**config.mk**
```make
export PLATFORM = sky130hd
export DESIGN_NAME = alu_op_sequencer
export DESIGN_NICKNAME = d
export VERILOG_FILES = /design/src/rtl/alu_pkg.sv /design/src/rtl/alu_req_fifo.sv /design/src/rtl/alu_op_sequencer.sv
export SDC_FILE = /design/constraint.sdc
export NUM_CORES = 1
export LEC_CHECK = 0
export BUFFER_PORTS_ARGS = -buffer_cell sky130_fd_sc_hd__buf_2
export CORE_AREA = 2 2 95 97
export DETAILED_ROUTE_END_ITERATION = 10
export DIE_AREA = 0 0 97 99
export GPL_ROUTABILITY_DRIVEN = 0
export MAX_ROUTING_LAYER = met4
export PLACE_DENSITY = 0.88
export SYNTH_ARGS = -nofsm -noshare
export SYNTH_HDL_FRONTEND = slang
export SYNTH_SLANG_ARGS = --single-unit
```
**constraint.sdc**
```tcl
create_clock -name clk_i -period 2.8 [get_ports clk_i]
set_clock_uncertainty 0.05 [all_clocks]
set_input_delay 0.84 -clock clk_i [delete_from_list [all_inputs] [get_ports clk_i]]
set_output_delay 0.84 -clock clk_i [all_outputs]
set_load 0.005 [all_outputs]
```
**src/rtl/alu_pkg.sv**
```systemverilog
// Shared types and widths for the ALU issue stage and its request FIFO.
package alu_pkg;

  localparam int ALU_W  = 8;
  localparam int CTRL_W = 3;
  localparam int REQ_W  = 2 * ALU_W + CTRL_W;

  // Sequencer FSM: wait for work, drive the ALU for one cycle, hold the result.
  typedef enum logic [1:0] {
    ST_IDLE  = 2'd0,
    ST_ISSUE = 2'd1,
    ST_RESP  = 2'd2
  } seq_state_e;

  // One queued operation: two operands and the ALU op select.
  typedef struct packed {
    logic [ALU_W-1:0]  data0;
    logic [ALU_W-1:0]  data1;
    logic [CTRL_W-1:0] ctrl;
  } alu_req_t;

  // Advance a wrap-bit FIFO pointer by one slot.
  function automatic logic [7:0] ptr_inc(input logic [7:0] ptr);
    return ptr + 8'd1;
  endfunction

endpackage

```
**src/rtl/alu_req_fifo.sv**
```systemverilog
// Synchronous request FIFO. Wrap-bit pointers: full when the MSBs differ
// and the index bits match, empty when the pointers are identical.
module alu_req_fifo
  import alu_pkg::*;
#(
  parameter int DEPTH = 4
) (
  input  logic     clk_i,
  input  logic     rst_ni,
  input  logic     push_i,
  input  alu_req_t push_data_i,
  input  logic     pop_i,
  output alu_req_t head_o,
  output logic     full_o,
  output logic     empty_o
);

  localparam int AW = $clog2(DEPTH);

  logic [AW:0] r_wr_ptr;
  logic [AW:0] r_rd_ptr;
  alu_req_t    r_mem [DEPTH];

  logic        w_full;
  logic        w_empty;
  logic        w_push;
  logic        w_pop;
  logic [7:0]  w_wr_inc;
  logic [7:0]  w_rd_inc;

  assign w_full  = (r_wr_ptr[AW] != r_rd_ptr[AW]) &&
                   (r_wr_ptr[AW-1:0] == r_rd_ptr[AW-1:0]);
  assign w_empty = (r_wr_ptr == r_rd_ptr);

  // A full FIFO refuses pushes even when a pop happens on the same edge;
  // the freed slot becomes visible one cycle later.
  assign w_push  = push_i & ~w_full;
  assign w_pop   = pop_i & ~w_empty;

  assign w_wr_inc = ptr_inc(8'(r_wr_ptr));
  assign w_rd_inc = ptr_inc(8'(r_rd_ptr));

  assign head_o  = r_mem[r_rd_ptr[AW-1:0]];
  assign full_o  = w_full;
  assign empty_o = w_empty;

  // Pointer update; reset discards everything queued.
  always_ff @(posedge clk_i or negedge rst_ni) begin
    if (!rst_ni) begin
      r_wr_ptr <= '0;
      r_rd_ptr <= '0;
    end else begin
      if (w_push) r_wr_ptr <= w_wr_inc[AW:0];
      if (w_pop)  r_rd_ptr <= w_rd_inc[AW:0];
    end
  end

  // Storage needs no reset: entries are only read between push and pop.
  always_ff @(posedge clk_i) begin
    if (w_push) r_mem[r_wr_ptr[AW-1:0]] <= push_data_i;
  end

endmodule

```
**src/rtl/alu_op_sequencer.sv**
```systemverilog
// Issue stage in front of alu_top: queues requests, presents one at a time on
// registered ALU inputs, captures the combinational result a cycle later and
// returns it in order over a valid/ready response channel.
module alu_op_sequencer
  import alu_pkg::*;
#(
  parameter int DEPTH = 4,
  parameter int CNT_W = 16
) (
  input  logic             clk_i,
  input  logic             rst_ni,
  input  logic             req_valid_i,
  output logic             req_ready_o,
  input  logic [7:0]       req_data0_i,
  input  logic [7:0]       req_data1_i,
  input  logic [2:0]       req_ctrl_i,
  output logic [7:0]       alu_data0_o,
  output logic [7:0]       alu_data1_o,
  output logic [2:0]       alu_ctrl_o,
  input  logic [7:0]       alu_result_i,
  output logic             rsp_valid_o,
  input  logic             rsp_ready_i,
  output logic [7:0]       rsp_result_o,
  output logic [2:0]       rsp_ctrl_o,
  output logic             busy_o,
  output logic [CNT_W-1:0] op_count_o
);

  seq_state_e       r_state;
  seq_state_e       w_state_nxt;
  logic [7:0]       r_alu_data0;
  logic [7:0]       r_alu_data1;
  logic [2:0]       r_alu_ctrl;
  logic             r_rsp_valid;
  logic [7:0]       r_rsp_result;
  logic [2:0]       r_rsp_ctrl;
  logic [CNT_W-1:0] r_op_count;

  alu_req_t         w_push_req;
  alu_req_t         w_head;
  logic             w_full;
  logic             w_empty;
  logic             w_pop;
  logic             w_rsp_hs;

  assign w_push_req = '{data0: req_data0_i, data1: req_data1_i, ctrl: req_ctrl_i};

  // RESP always has rsp_valid set, so ready in RESP is a handshake.
  assign w_rsp_hs = (r_state == ST_RESP) && rsp_ready_i;

  // Fetch the next operation when idle, or back-to-back right after a handshake.
  assign w_pop = !w_empty && ((r_state == ST_IDLE) || w_rsp_hs);

  alu_req_fifo #(
    .DEPTH(DEPTH)
  ) u_fifo (
    .clk_i      (clk_i),
    .rst_ni     (rst_ni),
    .push_i     (req_valid_i),
    .push_data_i(w_push_req),
    .pop_i      (w_pop),
    .head_o     (w_head),
    .full_o     (w_full),
    .empty_o    (w_empty)
  );

  // Next-state logic for the IDLE -> ISSUE -> RESP loop.
  always_comb begin
    w_state_nxt = r_state;
    case (r_state)
      ST_IDLE:  if (!w_empty) w_state_nxt = ST_ISSUE;
      ST_ISSUE: w_state_nxt = ST_RESP;
      ST_RESP:  if (rsp_ready_i) w_state_nxt = w_empty ? ST_IDLE : ST_ISSUE;
      default:  w_state_nxt = ST_IDLE;
    endcase
  end

  // State register.
  always_ff @(posedge clk_i or negedge rst_ni) begin
    if (!rst_ni) r_state <= ST_IDLE;
    else         r_state <= w_state_nxt;
  end

  // ALU operand registers load only on a pop, so the ALU inputs never glitch.
  always_ff @(posedge clk_i or negedge rst_ni) begin
    if (!rst_ni) begin
      r_alu_data0 <= '0;
      r_alu_data1 <= '0;
      r_alu_ctrl  <= '0;
    end else if (w_pop) begin
      r_alu_data0 <= w_head.data0;
      r_alu_data1 <= w_head.data1;
      r_alu_ctrl  <= w_head.ctrl;
    end
  end

  // Response registers: capture in ISSUE, hold through RESP until accepted.
  always_ff @(posedge clk_i or negedge rst_ni) begin
    if (!rst_ni) begin
      r_rsp_valid  <= 1'b0;
      r_rsp_result <= '0;
      r_rsp_ctrl   <= '0;
    end else if (r_state == ST_ISSUE) begin
      r_rsp_valid  <= 1'b1;
      r_rsp_result <= alu_result_i;
      r_rsp_ctrl   <= r_alu_ctrl;
    end else if (w_rsp_hs) begin
      r_rsp_valid  <= 1'b0;
    end
  end

  // Completed-operation counter, wraps silently.
  always_ff @(posedge clk_i or negedge rst_ni) begin
    if (!rst_ni)       r_op_count <= '0;
    else if (w_rsp_hs) r_op_count <= r_op_count + CNT_W'(1);
  end

  assign req_ready_o  = ~w_full;
  assign alu_data0_o  = r_alu_data0;
  assign alu_data1_o  = r_alu_data1;
  assign alu_ctrl_o   = r_alu_ctrl;
  assign rsp_valid_o  = r_rsp_valid;
  assign rsp_result_o = r_rsp_result;
  assign rsp_ctrl_o   = r_rsp_ctrl;
  assign busy_o       = !w_empty || (r_state != ST_IDLE);
  assign op_count_o   = r_op_count;

endmodule

```
==> run metrics, run 1 <==
xor and xnor area share after synthesis 3.797%; VDD IR max 0.6397 mV; unique cell type count in the Yosys netlist 31; Hold Fails Final Rpt 0; GRT met1 Usage between 20% and 30%; largest family of logic cells by synthesized area multiplexers; first-pass GRT wire length ~14000 um; synthesis-stage register bit count roughly 130; CTS tree yes; Core ar. around 8600 um^2; RSZ-0062 raised after global routing no; Syn Nets just over 300; DRC 0; GR Util met2 about a third; gr usage total between 10% and 20%; Req. time, crit path between 1.5 and 2 ns; Worst EP arrival 1.71 ns; initial antenna violation count 0; crit end category output port; CP max FO 6; WP buf/inv 1; largest net degree at the start of global routing 56; Die Wd about 97 um; Mapped Cells between 200 and 300; Via density between 5 and 6; Cell Chain, Critical Path xnor2_1 -> nand3b_1 -> buf_2; hold_buf cts 0; fill count approximately 530; Die Span Y between 90 and 100 um; Worst path top cell family by delay flip-flops; clock sinks 131; register area approximately 3700 um^2; clock root buffer clkbuf_8; Synth Area in Adders under 10%; area of the multi-input gates ~1400 um^2; worst min path class input pin to async pin; WL per Instance between 15 and 20 um; Final setup viols 0; Starting Density between 50% and 60%; global-route met3 utilization 6.028%; yosys warns 0; Final min period around 2.6 ns; initial drt markers between 150 and 200; Worst Tran Pin Value approximately 1.0 ns; TNS Setup 0 ns; simple-gate portion of the synthesized area under 10%; Post-Syn Area roughly 5100 um^2; First-pass DRT Iterations 5; Layout Utilization between 70% and 80%; vias roughly 2700; Fmax 385.3 MHz; Slew HR around a third; die area 9603 um^2; Resized Gates After CTS 0; Max Root-Sink Buffers 2; vias in the first global route 2771; maxcap violations 0; Congestion Overflow GR 0; compound-gate portion of the synthesized area less than 1%; Power Total 7.185 mW; sequential fraction of the synthesis area about 72%; layout overhead on the synthesized area 22.04%; final WL approximately 8600 um; placed wire-length estimate between 5000 and 6000 um; Slew Viols, Final 0; Final nets 400; CP peak stage delay 0.41 ns; Post-CTS Setup Bufs 0; Critical Path Source Type flip-flop; Routed Antenna Nets 0; period utilization between 90% and 100%; boundary pin count 80; slowest CP cell dfrtp_1; Core Rows 34; H-tree Lvls 4; post-synthesis mux area share 15.75%; Clk Latency, worst-skew pair around 0.52 ns; power per cell area ~1200 nW/um^2; diode count 0; layout cells sized above 1 between 40% and 50%; clk slew on worst S/H paths 0.06 ns; Setup Crit Path Kind flip-flop to output port; Num CTS Buffers 17; Post-Syn Area per Cell 19.01 um^2; status completed; Lkg Pwr 2.513 nW; number of port buffers 79; gr busiest metal met2
-- metal layers --
metal	up-vias	part of all wire, %
li1	1215	-
met1	1338	41
met2	97	51
met3	11	7.3
met4	0	1.4
met5	-	0
-- state kept, by name, indices dropped and copies added (netlist names) --
signal / cells
rsp_result_o: 8
alu_data0_o: 8
op_count_o: 16
rsp_valid_o: 1
rsp_ctrl_o: 3
u_fifo.r_mem: 76
r_state: 2
u_fifo.r_rd_ptr: 3
alu_ctrl_o: 3
alu_data1_o: 8
u_fifo.r_wr_ptr: 3
-- cells by family (layout without fill, tap and decap cells) --
| logic type | count (synthesis) | count (layout) |
|---|---|---|
| multiplexers | 52 | 52 |
| AO/OA/AOI/OAI | 3 | 3 |
| flip-flops | 131 | 131 |
| XOR/XNOR | 22 | 22 |
| buffers and inverters | 12 | 121 |
| adder cells (fa/ha/maj) | 6 | 6 |
| AND/OR/NAND/NOR | 41 | 41 |
-- report_power, final --
group	internal, mW	switching (mW)	leakage [nW]
sequential	2.68	0.326	1.36
combinational	1.15	0.973	0.887
clock	1.20	0.855	0.261
total	5.03	2.15	2.51
-- synth_stat cells, drive strengths merged --
library cell / instances / area share, %
or4: 2 / 0.37
inv: 4 / 0.30
xnor2: 15 / 2.6
nand3: 5 / 0.49
mux2: 33 / 7.3
buf: 5 / 0.74
edfxtp: 76 / 45
clkbuf: 3 / 0.25
xor2: 7 / 1.2
nor4: 1 / 0.12
a311oi: 1 / 0.52
nand3b: 2 / 0.54
mux4: 19 / 8.4
dfrtp: 55 / 27
nand2: 8 / 0.59
or2: 1 / 0.12
nand4: 5 / 0.74
nor3: 1 / 0.099
and3b: 1 / 0.17
and3: 5 / 0.62
nor3b: 1 / 0.15
nor2: 6 / 0.44
a21oi: 2 / 0.20
ha: 6 / 1.5
nand4b: 1 / 0.17
nor2b: 2 / 0.25
-- final timing paths --
path / startpoint / depth (start not counted) / slack (ns) / to
max: u_fifo.r_wr_ptr[2]$_DFFE_PN0N_ / 3 / 0.20 / req_ready_o
max in group asynchronous: rst_ni / 2 / 1.81 / r_state[1]$_DFFE_PN0P_
max reg2reg: u_fifo.r_wr_ptr[2]$_DFFE_PN0N_ / 3 / 0.48 / u_fifo.r_mem[1][2]$_DFFE_PP_
min in group clk_i: op_count_o[15]$_DFFE_PN0P_ / 1 / 0.41 / op_count_o[15]$_DFFE_PN0P_
min: rst_ni / 2 / 0.41 / op_count_o[11]$_DFFE_PN0P_
min reg2reg: op_count_o[15]$_DFFE_PN0P_ / 1 / 0.41 / op_count_o[15]$_DFFE_PN0P_
-- cell type report --
type | count | share of cell area [%]
flip-flops and latches | 131 | 59.07
multi-input cells | 124 | 22.06
repair buffers | 85 | 7.313
clock buffers | 17 | 6.687
clock inverters | 15 | 2.444
well taps | 108 | 2.182
inverters | 4 | 0.2424
-- layout by cell type, fill, tap and decap left out, drive strengths merged, types with 4 or more instances in the layout --
master,instances
clkinv,4
clkbuf,17
nand3,5
edfxtp,76
mux4,19
nand4,5
mux2,33
clkinvlp,5
and3,5
nand2,8
ha,6
xor2,7
dfrtp,55
xnor2,15
inv,9
nor2,6
buf,85
-- through the flow --
step           setup WS, ns  hold slack, ns  cells  instance area (um^2)
2_1_floorplan        0.8551          0.4119    267                  5075
3_3_place_gp         0.5752          0.4067    452                  5613
3_5_place_dp         0.4630          0.4046    452                  5613
4_1_cts             0.05905          0.4139    484                  6178
5_1_grt             0.09100          0.4251    484                  6193
6_report             0.2045          0.4077    484                  6193
Power figures use the tool's default switching activity.
==> inputs of run 2 (changes only) <==
==> config.mk (replaced) <==
export PLATFORM = sky130hd
export DESIGN_NAME = alu_op_sequencer
export DESIGN_NICKNAME = d
export VERILOG_FILES = /design/src/rtl/alu_pkg.sv /design/src/rtl/alu_req_fifo.sv /design/src/rtl/alu_op_sequencer.sv
export SDC_FILE = /design/constraint.sdc
export NUM_CORES = 1
export LEC_CHECK = 0
export CORE_AREA = 2 2 94 96
export DETAILED_ROUTE_END_ITERATION = 10
export DIE_AREA = 0 0 96 98
export DONT_BUFFER_PORTS = 1
export GPL_ROUTABILITY_DRIVEN = 0
export MAX_ROUTING_LAYER = met4
export PLACE_DENSITY = 0.81
export SYNTH_ARGS = -nofsm -noshare
export SYNTH_HDL_FRONTEND = slang
export SYNTH_SLANG_ARGS = --single-unit
==> constraint.sdc (replaced) <==
create_clock -name clk_i -period 2.6 [get_ports clk_i]
set_clock_uncertainty 0.05 [all_clocks]
set_input_delay 0.78 -clock clk_i [delete_from_list [all_inputs] [get_ports clk_i]]
set_output_delay 0.78 -clock clk_i [all_outputs]
set_load 0.005 [all_outputs]
==> run 2 against run 1 <==
Compared with the run above: global-route usage grew 1.2 points; utilization shrank 2.9 points; setup slack lost 0.056 ns; clock power grew 8%; sequential share of layout area grew 3.1 points; hold slack lost 0.32 ns; critical path type unchanged; largest power group unchanged.
==> run metrics, run 2 (synthesized netlist as in run 1, its figures left out) <==
layout overhead on the synthesized area 15.93%; maxcap violations 0 (unchanged); period utilization approximately 94%; Slew HR 62.85% (+30 points); Clk Latency, worst-skew pair 0.50 ns (-0.02 ns); Core ar. 8466 um^2 (-1.0%); Final nets 327 (-18%); commonest non-fill, non-tap cell in the layout edfxtp_1; Num CTS Buffers 17 (unchanged); RSZ-0062 raised after global routing no; first-pass GRT wire length 13850 um (-0.99%); worst-case reg-to-reg path depth 4 (+1); Hold Fails Final Rpt 0 (unchanged); Req. time, crit path 1.77 ns (-0.14 ns); VDD IR max 0.7522 mV (+18%); clock root buffer clkbuf_8; Max Root-Sink Buffers 2 (unchanged); First-pass DRT Iterations 5 (unchanged); die area 9408 um^2 (-2.0%); Fmax ~410 MHz; Worst R2R End u_fifo.r_mem[2][2]$_DFFE_PP_; final WL 8772 um (+1.6%); fin cells 411 (-15%); WL per Instance 21.34 um (+20%); Die Wd 96 um (-1.0%); vias 2437 (-8.4%); H-tree Lvls 4 (unchanged); Via density 5.929 (+7.8%); GRT met1 Usage 25.58% (+1.9 points); initial antenna violation count 0 (unchanged); Worst R2R Start u_fifo.r_wr_ptr[2]$_DFFE_PN0N_; global-route met3 utilization 7.948% (+1.9 points); worst min path class input pin to async pin; clock sinks 131 (unchanged); diode count 0 (unchanged); layout cells sized above 1 33.66% (-13 points); CP peak stage delay 0.48 ns (+0.07 ns); vias in the first global route 2630 (-5.1%); slowest CP cell dfrtp_1; WP buf/inv 0 (-1); Cell Chain, Critical Path xnor2_2 -> nand3b_1; crit end category output port; Setup Crit Path Kind flip-flop to output port; Post-CTS Setup Bufs 0 (unchanged); Worst Tran Pin Value 0.5522 ns (-0.4602 ns); boundary pin count 80 (unchanged); Congestion Overflow GR 0 (unchanged); power per cell area 1284 nW/um^2 (+11%); Die Span Y 98 um (-1.0%); TNS Setup 0 ns (unchanged); Min Hold Slack 0.08421 ns (-0.3235 ns); GR Util met2 32.69% (+0.43 points); Worst path top cell family by delay flip-flops; Core Rows 34 (unchanged); CTS tree yes; Starting Density 59.95% (+0.60 points); placed wire-length estimate 5510 um (+3.8%); Critical Path Source Type flip-flop; Slew Viols, Final 0 (unchanged); gr usage total 21.20% (+1.2 points); initial drt markers 138 (-15%); Worst EP arrival 1.62 ns (-0.09 ns); status completed; Final setup viols 0 (unchanged); largest net degree at the start of global routing 56 (unchanged); Final min period about 2.5 ns; commonest non-fill, non-tap cells in the layout edfxtp_1 (76), dfrtp_1 (55), mux2_2 (33); gr busiest metal met2; number of port buffers 0 (-100%); clk slew on worst S/H paths 0.06 ns (about the same); reg2reg setup slack 0.51 ns (+0.03 ns); max reg flops 76 (unchanged); CP max FO 6 (unchanged); Placed Cells 378 (-16%); Routed Antenna Nets 0 (unchanged); DRC 0 (unchanged); Lkg Pwr 2.236 nW (-11%)
[run 2: timing repair]
item                       in CTS  in global routing
hold buffers                    1                  0
resized for setup               0                  2
hold endpoints to repair       55                  0
setup endpoints to repair       0                  1
[run 2: power by group]
group          internal, mW  switching [mW]  total (mW)
clock                  1.29           0.914        2.21
sequential             2.88           0.432        3.31
combinational          1.12           0.917        2.03
total                  5.29            2.26        7.56
[run 2: how the worst max path moves through the flow]
stage | end | slack (ns) | cells past startpoint | start
3_3_place_gp | u_fifo.r_mem[2][6]$_DFFE_PP_ | 0.64 | 4 | u_fifo.r_wr_ptr[2]$_DFFE_PN0N_
4_1_cts | req_ready_o | 0.01 | 2 | u_fifo.r_wr_ptr[0]$_DFFE_PN0N_
3_5_place_dp | u_fifo.r_mem[2][7]$_DFFE_PP_ | 0.50 | 4 | u_fifo.r_wr_ptr[0]$_DFFE_PN0N_
5_1_grt | req_ready_o | 0.05 | 2 | u_fifo.r_wr_ptr[0]$_DFFE_PN0N_
2_1_floorplan | u_fifo.r_mem[3][0]$_DFFE_PP_ | 0.66 | 3 | u_fifo.r_wr_ptr[2]$_DFFE_PN0N_
6_report | req_ready_o | 0.15 | 2 | u_fifo.r_wr_ptr[0]$_DFFE_PN0N_
[run 2: routing by layer]
layer | share of wire, % | up-vias
met1 | 41 | 1254
met5 | 0 | -
li1 | - | 1072
met2 | 51 | 104
met4 | 1.1 | 0
met3 | 7.7 | 7
[run 2: per-stage QoR]
stage          power [mW]  setup WS [ns]  utilization (%)  area [um^2]
2_1_floorplan       4.798         0.6551                -         5075
3_3_place_gp        5.237         0.6373            62.37         5280
3_5_place_dp        5.337         0.5018            62.37         5280
4_1_cts             7.609        0.01234            69.32         5868
5_1_grt             7.973        0.04798            69.49         5883
6_report            7.555         0.1490            69.49         5883
[run 2: cell type report]
| type | instances | area [um^2] |
|---|---|---|
| Sequential cell | 131 | 3659 |
| Fill cell | 532 | 2582 |
| Multi-Input combinational cell | 124 | 1366 |
| Clock buffer | 18 | 417.9 |
| Timing Repair Buffer | 12 | 147.6 |
| Clock inverter | 14 | 142.6 |
| Tap cell | 108 | 135.1 |
| Inverter | 4 | 15.01 |
